## src/rtl/lif_scheduler_if.sv

```systemverilog
// Control and event bundle for lif_scheduler: current writes, step
// parameters, step status and the spike event handshake.
interface lif_scheduler_if #(
    parameter int N_NEURONS = 4,
    parameter int IDXW      = $clog2(N_NEURONS)
) ();
    logic                 cur_we;
    logic [IDXW-1:0]      cur_idx;
    logic [7:0]           cur_data;
    logic [7:0]           threshold;
    logic [2:0]           leak_shift;
    logic                 step_start;
    logic                 busy;
    logic                 step_done;
    logic [N_NEURONS-1:0] spike_vec;
    logic                 evt_valid;
    logic [IDXW-1:0]      evt_idx;
    logic                 evt_ready;

    modport master (
        output cur_we, cur_idx, cur_data, threshold, leak_shift, step_start, evt_ready,
        input  busy, step_done, spike_vec, evt_valid, evt_idx
    );

    modport slave (
        input  cur_we, cur_idx, cur_data, threshold, leak_shift, step_start, evt_ready,
        output busy, step_done, spike_vec, evt_valid, evt_idx
    );
endinterface

```

## src/rtl/lif_scheduler.sv

```systemverilog
// Time-multiplexed leaky integrate-and-fire scheduler. One shared update
// datapath walks all virtual neurons per step; spikes leave as indexed
// valid/ready events and the spike vector is published at step end.
module lif_scheduler #(
    parameter int N_NEURONS = 4,
    parameter int IDXW      = $clog2(N_NEURONS)
) (
    input  logic           clk,
    input  logic           reset,
    lif_scheduler_if.slave bus
);
    typedef enum logic [1:0] {IDLE, UPDATE, EMIT, DONE} fsm_t;

    fsm_t                       fsm;
    logic [N_NEURONS-1:0][7:0]  state;
    logic [N_NEURONS-1:0][7:0]  cur;
    logic [N_NEURONS-1:0]       pend;
    logic [N_NEURONS-1:0]       spike_vec_q;
    logic [7:0]                 thr_q;
    logic [2:0]                 shift_q;
    logic [IDXW-1:0]            idx;
    logic                       busy_q;
    logic                       step_done_q;
    logic                       evt_valid_q;
    logic [IDXW-1:0]            evt_idx_q;

    logic [7:0]                 retained;
    logic [8:0]                 sum9;
    logic [7:0]                 sum_sat;
    logic                       spk;
    logic                       last;

    assign bus.busy      = busy_q;
    assign bus.step_done = step_done_q;
    assign bus.spike_vec = spike_vec_q;
    assign bus.evt_valid = evt_valid_q;
    assign bus.evt_idx   = evt_idx_q;

    // Shared datapath: decay, integrate with saturation, threshold compare.
    always_comb begin
        retained = state[idx] >> shift_q;
        sum9     = {1'b0, cur[idx]} + {1'b0, retained};
        sum_sat  = sum9[8] ? 8'hFF : sum9[7:0];
        spk      = (sum_sat >= thr_q);
        last     = (idx == IDXW'(N_NEURONS - 1));
    end

    // Current registers; writable any time. A write to the neuron being
    // updated lands at the same edge, so the update sees the old value.
    always_ff @(posedge clk or posedge reset) begin
        if (reset)
            cur <= '0;
        else if (bus.cur_we)
            cur[bus.cur_idx] <= bus.cur_data;
    end

    // Step sequencer with registered status/event outputs.
    always_ff @(posedge clk or posedge reset) begin
        if (reset) begin
            fsm         <= IDLE;
            state       <= '0;
            pend        <= '0;
            spike_vec_q <= '0;
            thr_q       <= '0;
            shift_q     <= '0;
            idx         <= '0;
            busy_q      <= 1'b0;
            step_done_q <= 1'b0;
            evt_valid_q <= 1'b0;
            evt_idx_q   <= '0;
        end else begin
            step_done_q <= 1'b0;
            case (fsm)
                IDLE: begin
                    if (bus.step_start) begin
                        thr_q   <= bus.threshold;
                        shift_q <= bus.leak_shift;
                        idx     <= '0;
                        pend    <= '0;
                        busy_q  <= 1'b1;
                        fsm     <= UPDATE;
                    end
                end
                UPDATE: begin
                    state[idx] <= spk ? 8'd0 : sum_sat;
                    if (spk) begin
                        pend[idx]   <= 1'b1;
                        evt_valid_q <= 1'b1;
                        evt_idx_q   <= idx;
                        fsm         <= EMIT;
                    end else if (last) begin
                        step_done_q <= 1'b1;
                        fsm         <= DONE;
                    end else begin
                        idx <= idx + 1'b1;
                    end
                end
                EMIT: begin
                    // Event is held unchanged until the consumer takes it.
                    if (bus.evt_ready) begin
                        evt_valid_q <= 1'b0;
                        if (last) begin
                            step_done_q <= 1'b1;
                            fsm         <= DONE;
                        end else begin
                            idx <= idx + 1'b1;
                            fsm <= UPDATE;
                        end
                    end
                end
                DONE: begin
                    spike_vec_q <= pend;
                    busy_q      <= 1'b0;
                    fsm         <= IDLE;
                end
                default: fsm <= IDLE;
            endcase
        end
    end
endmodule

```

## src/flat_wrapper.sv

```systemverilog
// flat-port wrapper written by rule: the top's interface ports become plain ports
module lif_scheduler_flat 
#(
    parameter int N_NEURONS = 4,
    parameter int IDXW      = $clog2(N_NEURONS)
)
  (clk, reset, bus_cur_we, bus_cur_idx, bus_cur_data, bus_threshold, bus_leak_shift, bus_step_start, bus_evt_ready, bus_busy, bus_step_done, bus_spike_vec, bus_evt_valid, bus_evt_idx);
  lif_scheduler_if #(.N_NEURONS(N_NEURONS), .IDXW(IDXW)) bus_i ();
  input  logic clk;
  input  logic reset;
  input wire logic [$bits(bus_i.cur_we)-1:0] bus_cur_we;
  input wire logic [$bits(bus_i.cur_idx)-1:0] bus_cur_idx;
  input wire logic [$bits(bus_i.cur_data)-1:0] bus_cur_data;
  input wire logic [$bits(bus_i.threshold)-1:0] bus_threshold;
  input wire logic [$bits(bus_i.leak_shift)-1:0] bus_leak_shift;
  input wire logic [$bits(bus_i.step_start)-1:0] bus_step_start;
  input wire logic [$bits(bus_i.evt_ready)-1:0] bus_evt_ready;
  output wire logic [$bits(bus_i.busy)-1:0] bus_busy;
  output wire logic [$bits(bus_i.step_done)-1:0] bus_step_done;
  output wire logic [$bits(bus_i.spike_vec)-1:0] bus_spike_vec;
  output wire logic [$bits(bus_i.evt_valid)-1:0] bus_evt_valid;
  output wire logic [$bits(bus_i.evt_idx)-1:0] bus_evt_idx;
  assign bus_i.cur_we = bus_cur_we;
  assign bus_i.cur_idx = bus_cur_idx;
  assign bus_i.cur_data = bus_cur_data;
  assign bus_i.threshold = bus_threshold;
  assign bus_i.leak_shift = bus_leak_shift;
  assign bus_i.step_start = bus_step_start;
  assign bus_i.evt_ready = bus_evt_ready;
  assign bus_busy = bus_i.busy;
  assign bus_step_done = bus_i.step_done;
  assign bus_spike_vec = bus_i.spike_vec;
  assign bus_evt_valid = bus_i.evt_valid;
  assign bus_evt_idx = bus_i.evt_idx;
  lif_scheduler #(.N_NEURONS(N_NEURONS), .IDXW(IDXW)) u_core (.clk(clk), .reset(reset), .bus(bus_i));
endmodule
```

## config.mk

```make
export PLATFORM = sky130hd
export DESIGN_NAME = lif_scheduler_flat
export DESIGN_NICKNAME = d
export VERILOG_FILES = /design/src/rtl/lif_scheduler_if.sv /design/src/rtl/lif_scheduler.sv /design/src/flat_wrapper.sv
export SDC_FILE = /design/constraint.sdc
export NUM_CORES = 1
export LEC_CHECK = 0
export ABC_AREA = 1
export CAP_MARGIN = 25
export CORE_MARGIN = 2
export CORE_UTILIZATION = 38
export DETAILED_ROUTE_END_ITERATION = 8
export GPL_ROUTABILITY_DRIVEN = 0
export PLACE_DENSITY = 0.65
export SLEW_MARGIN = 15
export SYNTH_ARGS = -nofsm -noshare
export SYNTH_HDL_FRONTEND = slang
export SYNTH_SLANG_ARGS = --single-unit
```

## constraint.sdc

```tcl
create_clock -name clk -period 4.9 [get_ports clk]
set_input_delay 0.735 -clock clk [delete_from_list [all_inputs] [get_ports clk]]
set_output_delay 0.735 -clock clk [all_outputs]
set_load 0.005 [all_outputs]
```

==> results of run 1 <==
==> synthesized netlist by cell type, drive strengths merged <==
cell type / instances / area (um^2)
a211oi: 1 / 7.510
a21o: 1 / 7.510
a21oi: 9 / 56.31
buf: 11 / 78.82
clkbuf: 11 / 41.29
clkinv: 3 / 11.26
dfrtp: 92 / 2302
fa: 1 / 20.02
ha: 24 / 300.3
inv: 60 / 227.7
nand2: 258 / 968.4
nand3: 78 / 395.4
nand3b: 1 / 7.510
nand4: 5 / 37.53
nor2: 43 / 173.9
nor4: 1 / 6.260
o211ai: 1 / 7.510
o21ai: 70 / 350.3
o22ai: 9 / 56.30
or2: 1 / 6.260
xnor2: 2 / 17.52
xor2: 1 / 8.760
==> sequential cells by signal, indices dropped and copies added, names as in the netlist <==
name / cells
u_core.cur: 32
u_core.state: 32
u_core.thr_q: 8
u_core.bus.spike_vec: 4
u_core.pend: 4
u_core.shift_q: 3
u_core.bus.evt_idx: 2
u_core.fsm: 2
u_core.idx: 2
u_core.bus.busy: 1
u_core.bus.evt_valid: 1
u_core.bus.step_done: 1
==> worst register-to-register path: stages (launching register included) <==
cell and delay, ps:
dfrtp_1 360, buf_4 220, inv_2 260, nand2_1 150, nand3_1 100, nand2_1 120
nand2_1 70, nand2_1 80, nand2_1 50, nand3_1 90, nand2_1 60, ha_1 210
fa_1 430, nand3_1 110, nand3_1 170, a21oi_4 250, nand3_1 260, ha_1 380
nand2_1 70, nor2_1 200, nand4_2 160, nand4_1 300, nand2_1 170, nand2_1 90
nand2_1 50
==> worst paths after layout <==
path / startpoint / end / slack, ps / cells past startpoint
max reg2reg: u_core.idx[0] / u_core.pend[0] / 400 / 24
min: u_core.bus.spike_vec[1] / u_core.bus.spike_vec[1] / 470 / 2
max in group asynchronous: reset / u_core.cur[31] / 3440 / 3
min in group asynchronous: reset / u_core.idx[0] / 700 / 2
min reg2reg: u_core.bus.spike_vec[1] / u_core.bus.spike_vec[1] / 470 / 2
max: u_core.idx[0] / u_core.pend[0] / 400 / 24
==> layout make-up <==
cell class / count / share of cell area, %
Tap cell: 176 / 3.749
Sequential cell: 92 / 39.19
Clock inverter: 3 / 0.7455
Inverter: 63 / 4.089
Timing Repair Buffer: 39 / 6.645
Multi-Input combinational cell: 506 / 41.32
Clock buffer: 13 / 4.260
==> routing by layer <==
layer | share of wire [%] | global-route usage [%]
met1 | 45 | 24.12
met2 | 47 | 31.29
met3 | 5.6 | 4.753
met4 | 2.0 | 6.912
met5 | 0 | 0
==> stage by stage <==
stage                     area [um^2]  cells  util [%]  worst slack, ps  hold WS (ps)
after floorplan                  5089    683         -             1263         443.8
after global placement           5560    875     42.32            649.0         454.9
after detailed placement         5580    876     42.48            523.5         462.7
after CTS                        5874    892     44.71            484.4         478.3
after global routing             5874    892     44.71            53.25         499.1
final                            5874    892     44.71            400.5         472.7
==> cell families (layout without fill, tap and decap cells) <==
logic type	Yosys count	in the layout	share of synthesized area, %
AO/OA/AOI/OAI	91	91	9.540
buffers and inverters	85	118	7.057
flip-flops	92	92	45.24
AND/OR/NAND/NOR	387	387	31.35
XOR/XNOR	3	3	0.5164
adder cells (fa/ha/maj)	25	25	6.295
==> cell usage in the layout (no fill, tap or decap), types with 4 or more instances in the layout <==
cell type	count
clkdlybuf4s50_1	34
ha_1	24
clkbuf_16	9
dfrtp_1	92
nand2_1	258
nand3_1	77
nor2_1	40
o22ai_1	9
inv_1	57
nand4_1	4
buf_4	4
o21ai_0	67
a21oi_1	8
==> impl_metrics.tcl, run 1 <==
set metrics [dict create \
    wl_per_cell_um 14.47 \
    critical-path-top-delay-family "simple AND/OR/NAND/NOR gates" \
    cts_tree "done" \
    crit_chain "buf_4, inv_2, nand2_1, nand3_1, nand2_1, nand2_1, nand2_1, nand2_1, nand3_1, nand2_1, ha_1, fa_1, nand3_1, nand3_1, a21oi_4, nand3_1, ha_1, nand2_1, nor2_1, nand4_2, nand4_1, nand2_1, nand2_1, nand2_1" \
    period_minus_slack_ps 4499 \
    worstPathRequired_ps 5150 \
    ys_ff_latch 92 \
    cp_common_cell "nand2_1" \
    start_util_pct 38.73 \
    cts_resized 0 \
    fin_nets 762 \
    fin_crit_sh_pct 91.83 \
    rows 42 \
    htreeDepth 3 \
    status "complete, no violations" \
    firstDrtPassIters 6 \
    grt-ovfl-total 0 \
    grt_pass1_wl_um 21470 \
    end_kind "flip-flop" \
    hpwl_um 9235 \
    critPathLaunchType "flip-flop" \
    crit_slowest_cell "fa_1" \
    clock_latency_ps 350 \
    synth_cells 683 \
    synth_cell_types 32 \
    path_class "reg -> reg" \
    grt.total_usage_pct 18.95 \
    cts_root_buf "clkbuf_16" \
    worst_slew_pin_slew_ps 631.1 \
    die_w_um 119.7 \
    worstHoldPathType "reg -> reg" \
    path_buf_inv 2 \
    clock-sinks 92 \
    clk_pin_slew_worst_paths_ps 70 \
    multi_input_area_mm2 0.002427 \
    syn_avg_cell_area_um2 7.450 \
    grt_max_degree 37 \
    syn-num-nets 734 \
    skew_ps 11.44 \
    hold_buffers 0 \
    drt-initial-drc-count 356 \
    tns_ps 0 \
    syn_to_final_growth_pct 15.44 \
    drtAntennaViolNets 0 \
    synth-warning-count 0 \
    grt_pass1_vias 4386 \
    cap_violations 0 \
    max_slew_margin_pct 57.67 \
    cts_made_buffers 9 \
    postCtsSetupBuffers 0 \
    crit_fanout 33 \
    drc 0 \
    die_h_um 119.7 \
    cts_buffer_depth 2 \
    seq_area_mm2 0.002302 \
    drive_gt1_share_pct 3.771 \
    rsz0062_at_grt "no" \
    vias 4592 \
    io_pins 35 \
    grt_antenna_before_repair 0 \
    viasPerCell 5.148 \
    diodes 0 \
    cp_slowest_stage_delay_ps 430 \
    fp.coreArea_mm2 0.01314 \
    seq_area_frac_synth_pct 45.24 \
    portBuffers 34 \
    die_area_mm2 0.01433 \
    finalHoldViolCount 0 \
    fmax_mhz 222.2 \
    wirelength_um 12910 \
    slew_violations 0 \
    finalSetupViolCount 0 \
    syn-cell-area_mm2 0.005089 \
    fillers 1285 \
    worstPathArrival_ps 4750 \
]
Power of run 1 is left out: the tool's default activity adds up to more than one toggle a clock period on the data nets, which glitch-free logic cannot reach.
==> run 2: changes to the inputs <==
--- a/config.mk
+++ b/config.mk
@@ -9,6 +9,7 @@
 export CAP_MARGIN = 25
 export CORE_MARGIN = 2
 export CORE_UTILIZATION = 38
+export CTS_BUF_LIST = sky130_fd_sc_hd__clkbuf_16
 export DETAILED_ROUTE_END_ITERATION = 8
 export GPL_ROUTABILITY_DRIVEN = 0
 export PLACE_DENSITY = 0.65
==> constraint.sdc (replaced) <==
create_clock -name clk -period 5.15 [get_ports clk]
set_input_delay 0.7725 -clock clk [delete_from_list [all_inputs] [get_ports clk]]
set_output_delay 0.7725 -clock clk [all_outputs]
set_load 0.005 [all_outputs]
==> run 2 against run 1 <==
- first-iteration DRC count decreased by 6.2%
- setup slack improved by 82 ps
- worst hold slack about the same
- count of clock-buffer cells in the layout decreased by 4
- non-clock buffer count increased by 1
- sequential cell count unchanged
- largest cell class unchanged
==> impl_metrics.tcl, run 2 (same netlist as run 1, synthesis figures left out) <==
set metrics [dict create \
    critical-path-top-delay-family "simple AND/OR/NAND/NOR gates" \
    cts_made_buffers 9 \
    tns_ps 0 \
    finalHoldViolCount 0 \
    worstPathArrival_ps 4960 \
    cts_root_buf "clkbuf_16" \
    fmax_mhz 214.3 \
    cts_tree "done" \
    postCtsSetupBuffers 0 \
    worstPathRequired_ps 5440 \
    cap_violations 0 \
    grt_antenna_before_repair 0 \
    clock-sinks 92 \
    cp_slowest_stage_delay_ps 790 \
    grt_pass1_vias 4527 \
    rsz0062_at_grt "no" \
    clk_pin_slew_worst_paths_ps 70 \
    die_h_um 119.7 \
    skew_ps 12.91 \
    portBuffers 34 \
    grt.total_usage_pct 19.11 \
    slew_violations 0 \
    syn_to_final_growth_pct 14.90 \
    hpwl_um 9105 \
    fp.coreArea_mm2 0.01314 \
    worst_slew_pin_slew_ps 696.3 \
    crit_chain "inv_2, nand2_1, nand3_1, nand2_1, nand2_1, nand2_1, nand2_1, nand3_1, nand2_1, ha_1, fa_1, nand3_1, nand3_1, a21oi_4, nand3_1, ha_1, a21o_1, nor2_4, nand3_2, inv_4, nand3_1, nand2_1" \
    viasPerCell 5.119 \
    seq_area_mm2 0.002302 \
    drive_gt1_share_pct 3.911 \
    die_area_mm2 0.01433 \
    critPathLaunchType "flip-flop" \
    rows 42 \
    diodes 0 \
    wirelength_um 12600 \
    worstHoldPathType "reg -> reg" \
    cts_resized 0 \
    drtAntennaViolNets 0 \
    cp_common_cell "nand2_1" \
    start_util_pct 38.73 \
    max_slew_margin_pct 53.58 \
    finalSetupViolCount 0 \
    grt_max_degree 58 \
    htreeDepth 3 \
    grt_pass1_wl_um 21710 \
    drt-initial-drc-count 334 \
    clock_latency_ps 350 \
    hold_buffers 0 \
    wl_per_cell_um 14.13 \
    layout_common_cells "258 x nand2_1, 92 x dfrtp_1, 77 x nand3_1, 67 x o21ai_0, 58 x inv_1" \
    status "complete, no violations" \
    firstDrtPassIters 5 \
    path_buf_inv 2 \
    end_kind "flip-flop" \
    fin_crit_sh_pct 90.62 \
    reg.largest.list "u_core.cur x32, u_core.state x32, u_core.thr_q x8" \
    final_common_cell "nand2_1" \
    fin_nets 763 \
    drc 0 \
    cts_buffer_depth 2 \
    grt-ovfl-total 0 \
    fin_hold_ws_ps 472.5 \
    path_class "reg -> reg" \
    multi_input_area_mm2 0.002427 \
    die_w_um 119.7 \
    fillers 1348 \
    vias 4566 \
    period_minus_slack_ps 4667 \
    io_pins 35 \
    crit_fanout 28 \
    crit_slowest_cell "dfrtp_1" \
]
[run 2: stage by stage]
step / instances / setup WS (ps) / util, % / area, um^2
2_1_floorplan: 683 / 1513 / - / 5089
3_3_place_gp: 876 / 704.0 / 42.38 / 5568
3_5_place_dp: 876 / 549.0 / 42.38 / 5568
4_1_cts: 891 / 523.3 / 44.35 / 5827
5_1_grt: 892 / 13.34 / 44.50 / 5847
6_report: 892 / 483.0 / 44.50 / 5847
[run 2: final cells by class]
cell class / instances / area share, %
Sequential cell: 92 / 39.38
Clock inverter: 6 / 0.5778
Inverter: 63 / 4.109
Tap cell: 176 / 3.766
Multi-Input combinational cell: 506 / 41.52
Clock buffer: 9 / 3.852
Timing Repair Buffer: 40 / 6.805
[run 2: final timing paths]
path                                              start                 endpoint  slack, ps  cells past startpoint
max in group asynchronous                         reset          u_core.state[5]       3580                      3
worst min-delay path            u_core.bus.spike_vec[1]  u_core.bus.spike_vec[1]        470                      2
worst min register to register  u_core.bus.spike_vec[1]  u_core.bus.spike_vec[1]        470                      2
min in group asynchronous                         reset            u_core.cur[3]        740                      2
worst max-delay path                      u_core.idx[0]         u_core.state[21]        480                     22
worst max register to register            u_core.idx[0]         u_core.state[21]        480                     22
[run 2: tightest hold or removal path, cell delays in order (launching register included)]
cell,delay (ps)
dfrtp_1,340
nand2_1,50
nand2_1,50
[run 2: layer usage]
layer  share of wire [%]  GRT usage, %
met5                   0             0
met4                 3.3         10.22
met3                 5.4         3.232
met2                  46         29.89
met1                  45         25.37
Power of run 2 is left out for the same reason.
==> run 3: changes to the inputs <==
--- a/config.mk
+++ b/config.mk
@@ -12,7 +12,7 @@
 export CTS_BUF_LIST = sky130_fd_sc_hd__clkbuf_16
 export DETAILED_ROUTE_END_ITERATION = 8
 export GPL_ROUTABILITY_DRIVEN = 0
-export PLACE_DENSITY = 0.65
+export PLACE_DENSITY = 0.62
 export SLEW_MARGIN = 15
 export SYNTH_ARGS = -nofsm -noshare
 export SYNTH_HDL_FRONTEND = slang
==> run 3 against run 2 <==
- design area is 0.17% higher
- first-iteration DRC count is 8.7% higher
- critical path depth stayed put
- maximum frequency is 2.8% higher
==> impl_metrics.tcl, run 3 (same netlist as run 1, synthesis figures left out) <==
set metrics [dict create \
    status "complete, no violations" \
    period_minus_slack_ps 4539 \
    crit_slowest_cell "dfrtp_1" \
    reg.largest.list "u_core.cur x32, u_core.state x32, u_core.thr_q x8" \
    clock_latency_ps 350 \
    diodes 0 \
    cts_root_buf "clkbuf_16" \
    fin_nets 764 \
    viasPerCell 4.999 \
    grt.total_usage_pct 18.96 \
    seq_area_mm2 0.002302 \
    cap_violations 0 \
    final_common_cell "nand2_1" \
    max_slew_margin_pct 57.49 \
    crit_fanout 28 \
    postCtsSetupBuffers 0 \
    crit_chain "inv_2, nand2_1, nand3_1, nand2_1, nand2_1, nand2_1, nand2_1, nand3_1, nand2_1, ha_1, fa_1, nand3_1, nand3_1, a21oi_4, nand3_1, ha_1, a21o_1, nor2_4, nand3_2, inv_4, nand3_1, o21ai_0" \
    start_util_pct 38.73 \
    routed-wl-met2_um 5777 \
    drtAntennaViolNets 0 \
    skew_ps 5.843 \
    cts_resized 0 \
    cts_made_buffers 9 \
    portBuffers 34 \
    cp_slowest_stage_delay_ps 750 \
    worstHoldPathType "reg -> reg" \
    finalSetupViolCount 0 \
    hpwl_um 9156 \
    end_kind "flip-flop" \
    syn_to_final_growth_pct 15.10 \
    top_layer "met4" \
    io_pins 35 \
    die_w_um 119.7 \
    wl_per_cell_um 14.16 \
    firstDrtPassIters 5 \
    fp.coreArea_mm2 0.01314 \
    slew_violations 0 \
    multi_input_area_mm2 0.002427 \
    drive_gt1_share_pct 3.900 \
    die_h_um 119.7 \
    rrSetupSlack_ps 610 \
    path_class "reg -> reg" \
    grt_pass1_wl_um 21400 \
    vias 4469 \
    wirelength_um 12660 \
    hold_buffers 0 \
    path_buf_inv 2 \
    critical-path-top-delay-family "simple AND/OR/NAND/NOR gates" \
    cts_tree "done" \
    fmax_mhz 220.3 \
    die_area_mm2 0.01433 \
    grt-ovfl-total 0 \
    finalHoldViolCount 0 \
    cts_buffer_depth 2 \
    drc 0 \
    htreeDepth 3 \
    critPathLaunchType "flip-flop" \
    rows 42 \
    fillers 1315 \
    clk_pin_slew_worst_paths_ps 70 \
    wl_met1_um 5943 \
    layout_common_cells "258 x nand2_1, 92 x dfrtp_1, 77 x nand3_1, 67 x o21ai_0, 59 x inv_1" \
    drt-initial-drc-count 363 \
    worstPathRequired_ps 5400 \
    rsz0062_at_grt "no" \
    route.met3.wl_um 616 \
    grt_max_degree 59 \
    clock-sinks 92 \
    tns_ps 0 \
    grt_antenna_before_repair 0 \
    grt_pass1_vias 4398 \
    worst_slew_pin_slew_ps 637.6 \
    fin_crit_sh_pct 88.14 \
    worstPathArrival_ps 4790 \
]
[run 3: metrics by stage]
step / instances / area, um^2 / hold slack [ps] / util [%] / setup slack (ps)
detailed placement: 877 / 5575 / 466.9 / 42.44 / 649.5
CTS: 893 / 5837 / 483.5 / 44.43 / 623.0
finish: 894 / 5857 / 478.4 / 44.58 / 610.9
global placement: 877 / 5575 / 457.6 / 42.44 / 764.5
floorplan: 683 / 5089 / 443.8 / - / 1513
global route: 894 / 5857 / 513.6 / 44.58 / 152.1
[run 3: path summary, 6_finish.rpt]
| kind | start | cells after the start | end |
|---|---|---|---|
| worst max-delay path | u_core.idx[0] | 22 | u_core.state[8] |
| max in group asynchronous | reset | 3 | u_core.state[10] |
| min in group asynchronous | reset | 2 | u_core.idx[0] |
| worst min register to register | u_core.bus.spike_vec[2] | 2 | u_core.bus.spike_vec[2] |
| worst min-delay path | u_core.bus.spike_vec[2] | 2 | u_core.bus.spike_vec[2] |
| worst max register to register | u_core.idx[0] | 22 | u_core.state[8] |
[run 3: final cells by class]
cell class                 count  share of cell area, %
timing repair buffer          41                  6.922
multi-input combinational    506                  41.44
inverter                      63                  4.102
sequential                    92                  39.31
clock inverter                 7                 0.6195
clock buffer                   9                  3.845
tap                          176                  3.760
[run 3: metal layers]
layer	vias to the layer above	track usage, %
met5	-	0
met4	0	7.426
met3	26	2.994
met2	136	30.75
met1	2048	25.52
li1	2259	-
[run 3: worst min-delay path, delay by kind of cell, from the launching register on]
kind,cells,cell delay (ps)
and+or+nand+nor,2,100
DFF,1,350
Power of run 3 is left out for the same reason.
